==> config.mk <==
export PLATFORM = sky130hd
export DESIGN_NAME = facto_master
export DESIGN_NICKNAME = d
export VERILOG_FILES = /design/src/rtl/facto_master.sv
export SDC_FILE = /design/constraint.sdc
export NUM_CORES = 1
export LEC_CHECK = 0
export ABC_AREA = 1
export CELL_PAD_IN_SITES_DETAIL_PLACEMENT = 1
export CELL_PAD_IN_SITES_GLOBAL_PLACEMENT = 2
export CORE_MARGIN = 2
export CORE_UTILIZATION = 28
export CTS_CLUSTER_SIZE = 8
export DETAILED_ROUTE_END_ITERATION = 6
export GPL_TIMING_DRIVEN = 0
export HOLD_SLACK_MARGIN = 0.15
export PLACE_DENSITY_LB_ADDON = 0.1
export SLEW_MARGIN = 20
export SYNTH_ARGS = -nofsm -noshare
export SYNTH_HDL_FRONTEND = slang
export SYNTH_SLANG_ARGS = --single-unit
==> constraint.sdc <==
create_clock -name clk -period 2.9 [get_ports clk]
set_clock_uncertainty 0.2 [all_clocks]
set_input_delay 0.58 -clock clk [delete_from_list [all_inputs] [get_ports clk]]
set_output_delay 0.58 -clock clk [all_outputs]
set_load 0.05 [all_outputs]
==> src/rtl/facto_master.sv <==
// Bus-master sequencer for the memory-mapped factorial core: programmes one operand,
// waits for completion (interrupt or polling, with timeout) and returns the 128-bit result.
module facto_master #(
    parameter logic [15:0] BASE_ADDR = 16'h7000,
    parameter int          TIMEOUT   = 2048,
    parameter int          POLL_GAP  = 4
) (
    input  logic          clk,
    input  logic          reset,
    input  logic          req_valid_i,
    output logic          req_ready_o,
    input  logic [63:0]   req_operand_i,
    input  logic          req_use_intr_i,
    output logic          rsp_valid_o,
    input  logic          rsp_ready_i,
    output logic [127:0]  rsp_result_o,
    output logic          rsp_timeout_o,
    output logic          m_sel_o,
    output logic          m_wr_o,
    output logic [15:0]   m_addr_o,
    output logic [63:0]   m_wdata_o,
    input  logic [63:0]   m_rdata_i,
    input  logic          intr_in_i,
    output logic [3:0]    dbg_state_o
);

    // Request: transfer when req_valid_i && req_ready_o on a rising edge.
    // Response: rsp_valid_o holds with stable data until a rising edge sees rsp_ready_i.
    typedef enum logic [3:0] {
        ST_IDLE, ST_WR_OPND, ST_WR_INTR, ST_WR_START, ST_WAIT, ST_POLL, ST_POLL_CAP,
        ST_RD_H, ST_CAP_H, ST_RD_L, ST_CAP_L, ST_WR_CLR, ST_WR_CLR0, ST_RESP
    } state_t;

    state_t         state_q, state_d;
    logic           m_sel_q, m_sel_d, m_wr_q, m_wr_d;
    logic [15:0]    m_addr_q, m_addr_d;
    logic [63:0]    m_wdata_q, m_wdata_d;
    logic [63:0]    opnd_q, opnd_d, res_h_q, res_h_d, res_l_q, res_l_d;
    logic           use_intr_q, use_intr_d, abort_q, abort_d;
    logic [31:0]    cnt_q, cnt_d;
    logic [15:0]    gap_q, gap_d;
    logic [127:0]   rsp_result_q, rsp_result_d;
    logic           rsp_timeout_q, rsp_timeout_d;
    logic           done;

    // Interrupt mode only listens in WAIT; polling mode only trusts the captured opdone read.
    assign done = use_intr_q ? (state_q == ST_WAIT && intr_in_i)
                             : (state_q == ST_POLL_CAP && m_rdata_i[0]);

    always_comb begin
        state_d       = state_q;
        opnd_d        = opnd_q;
        use_intr_d    = use_intr_q;
        abort_d       = abort_q;
        cnt_d         = cnt_q;
        gap_d         = gap_q;
        res_h_d       = res_h_q;
        res_l_d       = res_l_q;
        rsp_result_d  = rsp_result_q;
        rsp_timeout_d = rsp_timeout_q;
        case (state_q)
            ST_IDLE: if (req_valid_i) begin
                opnd_d     = req_operand_i;
                use_intr_d = req_use_intr_i;
                abort_d    = 1'b0;
                state_d    = ST_WR_OPND;
            end
            ST_WR_OPND:  state_d = ST_WR_INTR;
            ST_WR_INTR:  state_d = ST_WR_START;
            ST_WR_START: begin
                cnt_d   = '0;
                gap_d   = '0;
                state_d = use_intr_q ? ST_WAIT : ST_POLL;
            end
            ST_WAIT, ST_POLL, ST_POLL_CAP: begin
                cnt_d = cnt_q + 32'd1;
                if (done) begin
                    state_d = ST_RD_H;
                end else if (cnt_q == 32'(TIMEOUT - 1)) begin
                    abort_d = 1'b1;
                    state_d = ST_WR_CLR;
                end else if (state_q == ST_POLL) begin
                    state_d = ST_POLL_CAP;
                end else if (state_q == ST_POLL_CAP) begin
                    gap_d   = '0;
                    state_d = (POLL_GAP == 0) ? ST_POLL : ST_WAIT;
                end else if (!use_intr_q) begin
                    if (gap_q == 16'(POLL_GAP - 1)) state_d = ST_POLL;
                    else                           gap_d   = gap_q + 16'd1;
                end
            end
            ST_RD_H:  state_d = ST_CAP_H;
            ST_CAP_H: begin
                res_h_d = m_rdata_i;
                state_d = ST_RD_L;
            end
            ST_RD_L:  state_d = ST_CAP_L;
            ST_CAP_L: begin
                res_l_d = m_rdata_i;
                state_d = ST_WR_CLR;
            end
            ST_WR_CLR:  state_d = ST_WR_CLR0;
            ST_WR_CLR0: begin
                rsp_result_d  = abort_q ? 128'd0 : {res_h_q, res_l_q};
                rsp_timeout_d = abort_q;
                state_d       = ST_RESP;
            end
            ST_RESP: if (rsp_ready_i) state_d = ST_IDLE;
            default: state_d = ST_IDLE;
        endcase
    end

    // Bus outputs are registered from the state being entered; address holds between accesses
    // so read data can be captured the cycle after the access.
    always_comb begin
        m_sel_d   = 1'b0;
        m_wr_d    = 1'b0;
        m_addr_d  = m_addr_q;
        m_wdata_d = m_wdata_q;
        case (state_d)
            ST_WR_OPND:  begin m_sel_d = 1'b1; m_wr_d = 1'b1; m_addr_d = BASE_ADDR + 16'h0020; m_wdata_d = opnd_d; end
            ST_WR_INTR:  begin m_sel_d = 1'b1; m_wr_d = 1'b1; m_addr_d = BASE_ADDR + 16'h0018; m_wdata_d = {63'd0, use_intr_d}; end
            ST_WR_START: begin m_sel_d = 1'b1; m_wr_d = 1'b1; m_addr_d = BASE_ADDR;           m_wdata_d = 64'd1; end
            ST_POLL:     begin m_sel_d = 1'b1; m_addr_d = BASE_ADDR + 16'h0010; end
            ST_RD_H:     begin m_sel_d = 1'b1; m_addr_d = BASE_ADDR + 16'h0028; end
            ST_RD_L:     begin m_sel_d = 1'b1; m_addr_d = BASE_ADDR + 16'h0030; end
            ST_WR_CLR:   begin m_sel_d = 1'b1; m_wr_d = 1'b1; m_addr_d = BASE_ADDR + 16'h0008; m_wdata_d = 64'd1; end
            ST_WR_CLR0:  begin m_sel_d = 1'b1; m_wr_d = 1'b1; m_addr_d = BASE_ADDR + 16'h0008; m_wdata_d = 64'd0; end
            default: ;
        endcase
    end

    always_ff @(posedge clk) begin
        if (reset) begin
            state_q       <= ST_IDLE;
            m_sel_q       <= 1'b0;
            m_wr_q        <= 1'b0;
            m_addr_q      <= BASE_ADDR;
            m_wdata_q     <= '0;
            opnd_q        <= '0;
            use_intr_q    <= 1'b0;
            abort_q       <= 1'b0;
            cnt_q         <= '0;
            gap_q         <= '0;
            res_h_q       <= '0;
            res_l_q       <= '0;
            rsp_result_q  <= '0;
            rsp_timeout_q <= 1'b0;
        end else begin
            state_q       <= state_d;
            m_sel_q       <= m_sel_d;
            m_wr_q        <= m_wr_d;
            m_addr_q      <= m_addr_d;
            m_wdata_q     <= m_wdata_d;
            opnd_q        <= opnd_d;
            use_intr_q    <= use_intr_d;
            abort_q       <= abort_d;
            cnt_q         <= cnt_d;
            gap_q         <= gap_d;
            res_h_q       <= res_h_d;
            res_l_q       <= res_l_d;
            rsp_result_q  <= rsp_result_d;
            rsp_timeout_q <= rsp_timeout_d;
        end
    end

    assign req_ready_o   = (state_q == ST_IDLE);
    assign rsp_valid_o   = (state_q == ST_RESP);
    assign rsp_result_o  = rsp_result_q;
    assign rsp_timeout_o = rsp_timeout_q;
    assign m_sel_o       = m_sel_q;
    assign m_wr_o        = m_wr_q;
    assign m_addr_o      = m_addr_q;
    assign m_wdata_o     = m_wdata_q;
    assign dbg_state_o   = state_q;

endmodule

==> qor.txt, run 1 <==
outcome -> finished clean
Req. time, crit path -> 2.12 ns
multi-input logic area -> 6100 um2
Reg clk slew, reported paths -> 0.05 ns
Layout Cells excl Fill -> 2892
pin count of the biggest net entering global routing -> 15
Fill cells -> 6177
area of the mapped netlist -> 14600 um2
DRC -> 0
Routed WL -> 53900 um
vias in the first global route -> 14300
async set-reset flop share out of synthesis -> 0
drt pass-1 iters -> 6
Top Ports -> 351
setup TNS -> 0 ns
TritonCTS clock tree -> built
CP Class -> reg2out
Critical Path AT -> 1.93 ns
Ys Warns -> 0
Power Density -> 617 nW/um2
CTS Buffer Depth -> 3
most numerous cell in the Yosys netlist -> nor2_1
post-DP HPWL -> 39800 um
CP Max Fanout -> 6
clk sinks -> 381
CORE AREA -> 51500 um2
final weighted congestion in routability-driven placement -> 0.815
final slew viol count -> 0
maximum vdd drop -> 0.419 mV
Fmax -> 0.368 GHz
largest area contributor in the netlist -> dfxtp_1
number of synthesized flops with an enable pin -> 0
Placed Cells -> 2833
Initial DRC Count -> 546
Synth top cells by count -> nor2_1 (462), dfxtp_1 (381), nand2_1 (242)
post-synthesis sequential element count -> 381
startpoint types -> flop
Final ANT Viol Nets -> 0
die area -> 54200 um2
Core Util, Final -> 0.394
Top FF cell, synth -> dfxtp_1
synth top area cells -> dfxtp_1 (52%), nor2_1 (12%), a22oi_1 (6.8%)
RSZ-0062 raised after global routing -> no
worst hold path class -> reg2reg
P_leak -> 7.62 nW
Avg Inst Size Synth -> 8.11 um2
net count reported at finish -> 2344
level count of the clock H-tree -> 2
synth-to-layout area growth -> 38.5%
Die X -> 233 um
fin crit period -> 2.71 ns
clock latency at the later pin of the worst-skew pair -> 0.59 ns
Num CTS Buffers -> 53
share of layout cells above drive strength 1 -> 0.0909
Fin. Hold Viols -> 0
initial antenna violation count -> 4
CP max stage delay -> 0.49 ns
post-synthesis sequential area ratio -> 0.521
max-cap violations -> 0
FF+latch area -> 7630 um2
vias post-DR -> 13600
crit path buf inv count -> 2
critical path cell sequence -> nor2_2 -> nand2_1 -> inv_1 -> clkdlybuf4s15_1
final setup vio count -> 0
Tcrit/Tclk final -> 0.936
Crit path max-delay family -> buffers and inverters
row count -> 83
synthesized instance count -> 1806
slew of the pin with the lowest slew margin -> 0.924 ns
hold_buf cts -> 0
post-DR wirelength/cell -> 18.6 um
Vias/cell -> 4.69
Worst slew margin -> 0.384
port bufs -> 336
GRT Util Overall -> 0.196
Synth top area share -> 0.521
initial core utilization -> 0.284
library cells used by synthesis -> 49
slowest CP cell -> clkdlybuf4s15_1
CP endpoint kind -> output pin
Root Buffer -> clkbuf_16
first-pass GRT wire length -> 82700 um
chip height -> 233 um
Remaining Overflow, GRT -> 0
per-layer routing:
layer	wire (um)	part of all wire	track usage
met2	26200	0.49	0.334
met5	47	0.00087	0
met4	1380	0.026	0.0649
met3	2880	0.053	0.0491
met1	23400	0.43	0.241
final timing paths:
path	from	to	slack, ns	cells past startpoint
max	dbg_state_o[0]	req_ready_o	0.19	4
min	cnt_q[31]	cnt_q[31]	0.26	2
max reg2reg	dbg_state_o[0]	rsp_result_o[112]	0.29	7
min reg2reg	cnt_q[31]	cnt_q[31]	0.26	2
through the flow:
stage	area [um2]	total power, mW	hold WS [ns]	worst slack (ns)
after CTS	20300	12.7	0.266	0.0684
after floorplan	14700	6.51	0.239	0.560
after global routing	20300	13.0	0.278	0.00429
after global placement	18900	7.15	0.252	-0.0314
final	20300	12.5	0.261	0.186
after detailed placement	18900	7.16	0.258	-0.0429
layout by cell type (no fill, tap or decap), drive strengths merged, types with 8 or more instances in the layout:
cell / synthesis / layout
clkdlybuf4s50: 0 / 334
clkbuf: 91 / 147
dfxtp: 381 / 381
inv: 70 / 72
a211oi: 8 / 8
buf: 43 / 43
nor2: 469 / 469
conb: 2 / 13
a21oi: 99 / 99
nand3: 29 / 29
a22oi: 133 / 133
o21ai: 155 / 155
nor3: 20 / 20
nand4: 17 / 17
nand2: 255 / 255
registers in the layout, indices dropped and copies added (netlist names), 3 cells and up:
signal / count
gap_q: 16
dbg_state_o: 4
m_addr_o: 3
cnt_q: 32
res_h_q: 64
res_l_q: 64
m_wdata_o: 64
rsp_result_o: 128
area by class of cell:
cell class                      count  share of cell area
Sequential cell                   381               0.376
Multi-Input combinational cell   1231               0.301
Timing Repair Buffer              336               0.166
Clock buffer                       56              0.0659
Tap cell                          680              0.0419
Buffer                            134              0.0344
Inverter                           71              0.0133
Clock inverter                      2             0.00197
Antenna cell                        1            0.000123
logic make-up after synthesis:
family,share of synthesized area
other,0.000513
buffers and inverters,0.0658
multiplexers,0.000683
AO/OA/AOI/OAI,0.186
adder cells (fa/ha/maj),0.00171
flip-flops,0.521
XOR/XNOR,0.00179
AND/OR/NAND/NOR,0.223
worst reg2reg max path, delay by kind of cell, from the launching register on:
kind	cells	cell delay (ns)
AOI/OAI and AO/OA	1	0.18
buffers and inverters	2	0.85
DFF	1	0.36
and+or+nand+nor	4	0.96
timing repair:
item,in CTS,in global routing
resized for setup,3,10
endpoints found under the setup margin,95,178
setup buffers,0,0
power by group:
group,total (mW),switching (mW),leakage [nW],internal [mW]
sequential,5.42,0.0641,3.08,5.35
combinational,1.61,1.05,3.87,0.565
clock,5.48,2.26,0.676,3.22
No activity file was read; power rests on OpenSTA's default activity.
==> run 2, diff against run 1 <==
--- a/config.mk
+++ b/config.mk
@@ -12,9 +12,8 @@
 export CORE_UTILIZATION = 28
 export CTS_CLUSTER_SIZE = 8
 export DETAILED_ROUTE_END_ITERATION = 6
-export GPL_TIMING_DRIVEN = 0
 export HOLD_SLACK_MARGIN = 0.15
-export PLACE_DENSITY_LB_ADDON = 0.1
+export PLACE_DENSITY_LB_ADDON = 0.25
 export SLEW_MARGIN = 20
 export SYNTH_ARGS = -nofsm -noshare
 export SYNTH_HDL_FRONTEND = slang
==> qor.txt, run 2 (synthesis gave the netlist of run 1 again) <==
outcome -> finished clean
pin count of the biggest net entering global routing -> 154
sw frac -> 0.266
Initial DRC Count -> 569
initial core utilization -> 0.284
Routed WL -> 51300 um
sequential share of power -> 0.437
final setup vio count -> 0
DRC -> 0
Die X -> 233 um
Combinational Power Share -> 0.125
post-DR wirelength/cell -> 18.4 um
port bufs -> 337
Worst Hold Depth -> 2
final worst slack -> 0.120 ns
TritonCTS clock tree -> built
FF+latch area -> 7630 um2
clock latency at the later pin of the worst-skew pair -> 0.59 ns
clk sinks -> 381
CP Max Fanout -> 5
startpoint types -> flop
GRT Util Overall -> 0.187
CP Class -> reg2out
worst r2r path cells -> 11
drt pass-1 iters -> 4
post-DP HPWL -> 32900 um
fin crit period -> 2.78 ns
Critical Path AT -> 2.00 ns
final slew viol count -> 0
maximum vdd drop -> 0.410 mV
CP endpoint kind -> output pin
Final ANT Viol Nets -> 0
row count -> 83
chip height -> 233 um
max-cap violations -> 0
r2r setup slk -> 0.35 ns
Fill cells -> 6068
P_leak -> 7.45 nW
setup TNS -> 0 ns
Critical path origin -> dbg_state_o[2]
commonest non-fill, non-tap cell in the layout -> nor2_1
Reg clk slew, reported paths -> 0.05 ns
Vias/cell -> 4.75
vias post-DR -> 13200
highest-count cells in the layout ignoring fill and taps -> nor2_1 (458), dfxtp_1 (381), clkdlybuf4s50_1 (334), nand2_1 (241), o21ai_0 (154)
first-pass GRT wire length -> 80200 um
Clock Power Share -> 0.438
RSZ-0062 raised after global routing -> no
Tcrit/Tclk final -> 0.958
Remaining Overflow, GRT -> 0
CORE AREA -> 51500 um2
slew of the pin with the lowest slew margin -> 1.08 ns
Fmax -> 0.360 GHz
level count of the clock H-tree -> 2
R2R Path Start -> dbg_state_o[3]
Post-CTS Setup Inserts -> 0
die area -> 54200 um2
Top Ports -> 351
Psw -> 3.30 mW
Fin. Hold Viols -> 0
Power Density -> 621 nW/um2
pre-CTS setup slack -> 0.0920 ns
multi-input logic area -> 6140 um2
max reg flops -> 128
worst hold path class -> reg2reg
final weighted congestion in routability-driven placement -> 0.817
RR Endpoint -> m_addr_o[5]
vias in the first global route -> 14000
worst hold start -> m_wdata_o[1]
Worst slew margin -> 0.278
share of layout cells above drive strength 1 -> 0.0917
Num CTS Buffers -> 53
Root Buffer -> clkbuf_16
Power Internal -> 9.10 mW
Req. time, crit path -> 2.12 ns
initial antenna violation count -> 4
synth-to-layout area growth -> 36.3%
net count reported at finish -> 2239
Worst Hold End -> m_wdata_o[1]
CTS Buffer Depth -> 3
==> run 2: cell count changes in the layout (fill, tap and decap cells not counted), moves of 2 or more <==
cell,before,now
nor2_1,461,458
inv_1,62,59
clkbuf_2,3,0
buf_2,20,0
inv_16,2,0
inv_6,0,2
buf_4,14,18
clkbuf_1,91,1
buf_12,6,10
nor2_4,1,5
inv_2,7,9
==> run 2: what timing repair did <==
action,4_1_cts,5_1_grt
hold buffers,1,0
endpoints found under the hold margin,2,0
gates resized for setup,1,0
setup endpoints to repair,1,0
==> run 2: per-stage QoR <==
step	power (mW)	instance area (um2)	util	std cells	hold slack, ns
after floorplan	6.51	14700	-	1817	0.239
after global placement	7.08	18600	0.361	2727	0.250
after detailed placement	7.09	18600	0.361	2727	0.257
after CTS	12.6	20000	0.387	2785	0.265
after global routing	12.9	20000	0.387	2785	0.275
final	12.4	20000	0.388	2787	0.265
==> run 2: final cells by class <==
type,instances,area share
Timing Repair Buffer,365,0.186
Clock inverter,2,0.000878
Antenna cell,2,0.000251
Clock buffer,55,0.0673
Inverter,71,0.0137
Tap cell,680,0.0426
Multi-Input combinational cell,1231,0.307
Sequential cell,381,0.382
==> run 2: routing by layer <==
| metal | GRT usage | up-vias | routed length, um |
|---|---|---|---|
| li1 | - | 6520 | - |
| met1 | 0.230 | 6427 | 22400 |
| met2 | 0.315 | 221 | 24600 |
| met3 | 0.0570 | 65 | 3400 |
| met4 | 0.0478 | 4 | 835 |
| met5 | 0 | - | 26 |
==> run 2: power groups by stage <==
stage               registers (mW)  clock network, mW  logic [mW]
finish                        5.42               5.43        1.55
global route                  5.43               5.85        1.67
CTS                           5.42               5.64        1.57
detailed placement            5.52                  0        1.57
global placement              5.52                  0        1.56
floorplan                     5.86                  0       0.647
==> run 2: worst max path at each step <==
| stage | end | slack (ns) |
|---|---|---|
| after floorplan | gap_q[8] | 0.56 |
| after global placement | m_wdata_o[48] | 0.15 |
| after detailed placement | m_addr_o[5] | 0.09 |
| after CTS | dbg_state_o[2] | 0.09 |
| after global routing | dbg_state_o[2] | 0.05 |
| final | dbg_state_o[2] | 0.12 |
==> run 2: critical path, cell delays in order, from the launching register on <==
cell	delay, ns
dfxtp_1	0.44
buf_4	0.18
clkdlybuf4s50_1	0.80
==> run 3, diff against run 2 <==
==> constraint.sdc (replaced) <==
create_clock -name clk -period 2.9 [get_ports clk]
set_clock_uncertainty 0.2 [all_clocks]
set_input_delay 0.58 -clock clk [delete_from_list [all_inputs] [get_ports clk]]
set_output_delay 0.58 -clock clk [all_outputs]
set_load 0.1 [all_outputs]
==> qor.txt, run 3 (synthesis gave the netlist of run 1 again) <==
outcome -> finished clean
clock latency at the later pin of the worst-skew pair -> 0.60 ns
CTS Buffer Depth -> 3
max-cap violations -> 0
fin crit period -> 2.52 ns
maximum vdd drop -> 0.380 mV
post-DP HPWL -> 32600 um
chip height -> 233 um
final weighted congestion in routability-driven placement -> 0.794
pre-CTS setup slack -> 0.0388 ns
Critical Path AT -> 1.74 ns
Worst Hold Depth -> 4
Reg clk slew, reported paths -> 0.05 ns
P_leak -> 7.88 nW
commonest non-fill, non-tap cell in the layout -> nor2_1
final slew viol count -> 0
Critical path origin -> dbg_state_o[0]
setup TNS -> 0 ns
slew of the pin with the lowest slew margin -> 0.862 ns
TritonCTS clock tree -> built
initial antenna violation count -> 4
final setup vio count -> 0
Req. time, crit path -> 2.12 ns
worst r2r path cells -> 17
worst hold slack -> 0.224 ns
max reg flops -> 128
GRT Util Overall -> 0.184
share of layout cells above drive strength 1 -> 0.190
row count -> 83
hold_buf cts -> 0
DRC -> 0
most used routing layer in global routing -> met2
RSZ-0062 raised after global routing -> no
Num CTS Buffers -> 53
CORE AREA -> 51500 um2
highest-count cells in the layout ignoring fill and taps -> nor2_1 (457), dfxtp_1 (381), nand2_1 (241), buf_4 (221), o21ai_0 (154)
Tcrit/Tclk final -> 0.868
Worst slew margin -> 0.425
routing usage on met1 -> 0.222
startpoint types -> flop
worst hold start -> reset
Remaining Overflow, GRT -> 0
pin count of the biggest net entering global routing -> 154
clk sinks -> 381
Post-CTS Setup Inserts -> 0
Fill cells -> 6121
vias in the first global route -> 13900
CP endpoint kind -> output pin
post-DR wirelength/cell -> 18.1 um
PostCTS Resize Cnt -> 0
synth-to-layout area growth -> 33.4%
Initial DRC Count -> 540
first-pass GRT wire length -> 79100 um
port bufs -> 337
Fmax -> 0.397 GHz
Vias/cell -> 4.78
drt pass-1 iters -> 5
multi-input logic area -> 6140 um2
net count reported at finish -> 2241
GRT met3 Usage -> 0.0627
Fin. Hold Viols -> 0
Final ANT Viol Nets -> 0
Top Ports -> 351
Routed WL -> 50600 um
level count of the clock H-tree -> 2
CP Max Fanout -> 6
CP Class -> reg2out
FF+latch area -> 7630 um2
final worst slack -> 0.383 ns
Die X -> 233 um
die area -> 54200 um2
vias post-DR -> 13300
met2 Use GR -> 0.311
initial core utilization -> 0.284
Power Density -> 657 nW/um2
worst hold path class -> in2reg
R2R Path Start -> cnt_q[0]
Root Buffer -> clkbuf_16
run 3: changes by cell type in the layout (fill, tap and decap cells not counted), moves of 2 or more:
cell and change:
buf_12 +3, buf_4 +203, clkbuf_1 +2, clkdlybuf4s50_1 -202
run 3: layer usage:
layer  up-vias  part of all wire
met5         -           0.00085
met4         6             0.019
met2       235              0.49
li1       6528                 -
met3        65             0.067
met1      6502              0.43
run 3: worst paths after layout:
| check | end | slack [ns] |
|---|---|---|
| max | req_ready_o | 0.38 |
| min | m_addr_o[5] | 0.22 |
| max reg2reg | m_wdata_o[13] | 0.41 |
| min reg2reg | cnt_q[31] | 0.26 |
run 3: stage by stage:
stage,area [um2],utilization,total power [mW],std cells
floorplan,14700,-,6.93,1817
global placement,18100,0.352,7.48,2730
global route,19500,0.379,13.4,2790
detailed placement,18100,0.352,7.49,2730
CTS,19500,0.379,13.1,2789
finish,19500,0.379,12.8,2790
run 3: worst max-delay path: stages (launching register included):
cell     delay [ns]
dfxtp_1        0.36
nor2_1         0.12
buf_4          0.18
nand2_1        0.16
inv_1          0.14
buf_12         0.18
run 3: where the power goes:
| group | total (mW) | internal (mW) | switching, mW |
|---|---|---|---|
| registers | 5.42 | 5.36 | 0.0677 |
| clock network | 5.47 | 3.22 | 2.26 |
| logic | 1.94 | 0.501 | 1.44 |
run 3: cell type report:
type	instances	area share
Sequential cell	381	0.390
Timing Repair Buffer	367	0.166
Multi-Input combinational cell	1231	0.314
Clock buffer	56	0.0685
Antenna cell	1	0.000128
Clock inverter	3	0.00282
Inverter	71	0.0140
Tap cell	680	0.0436
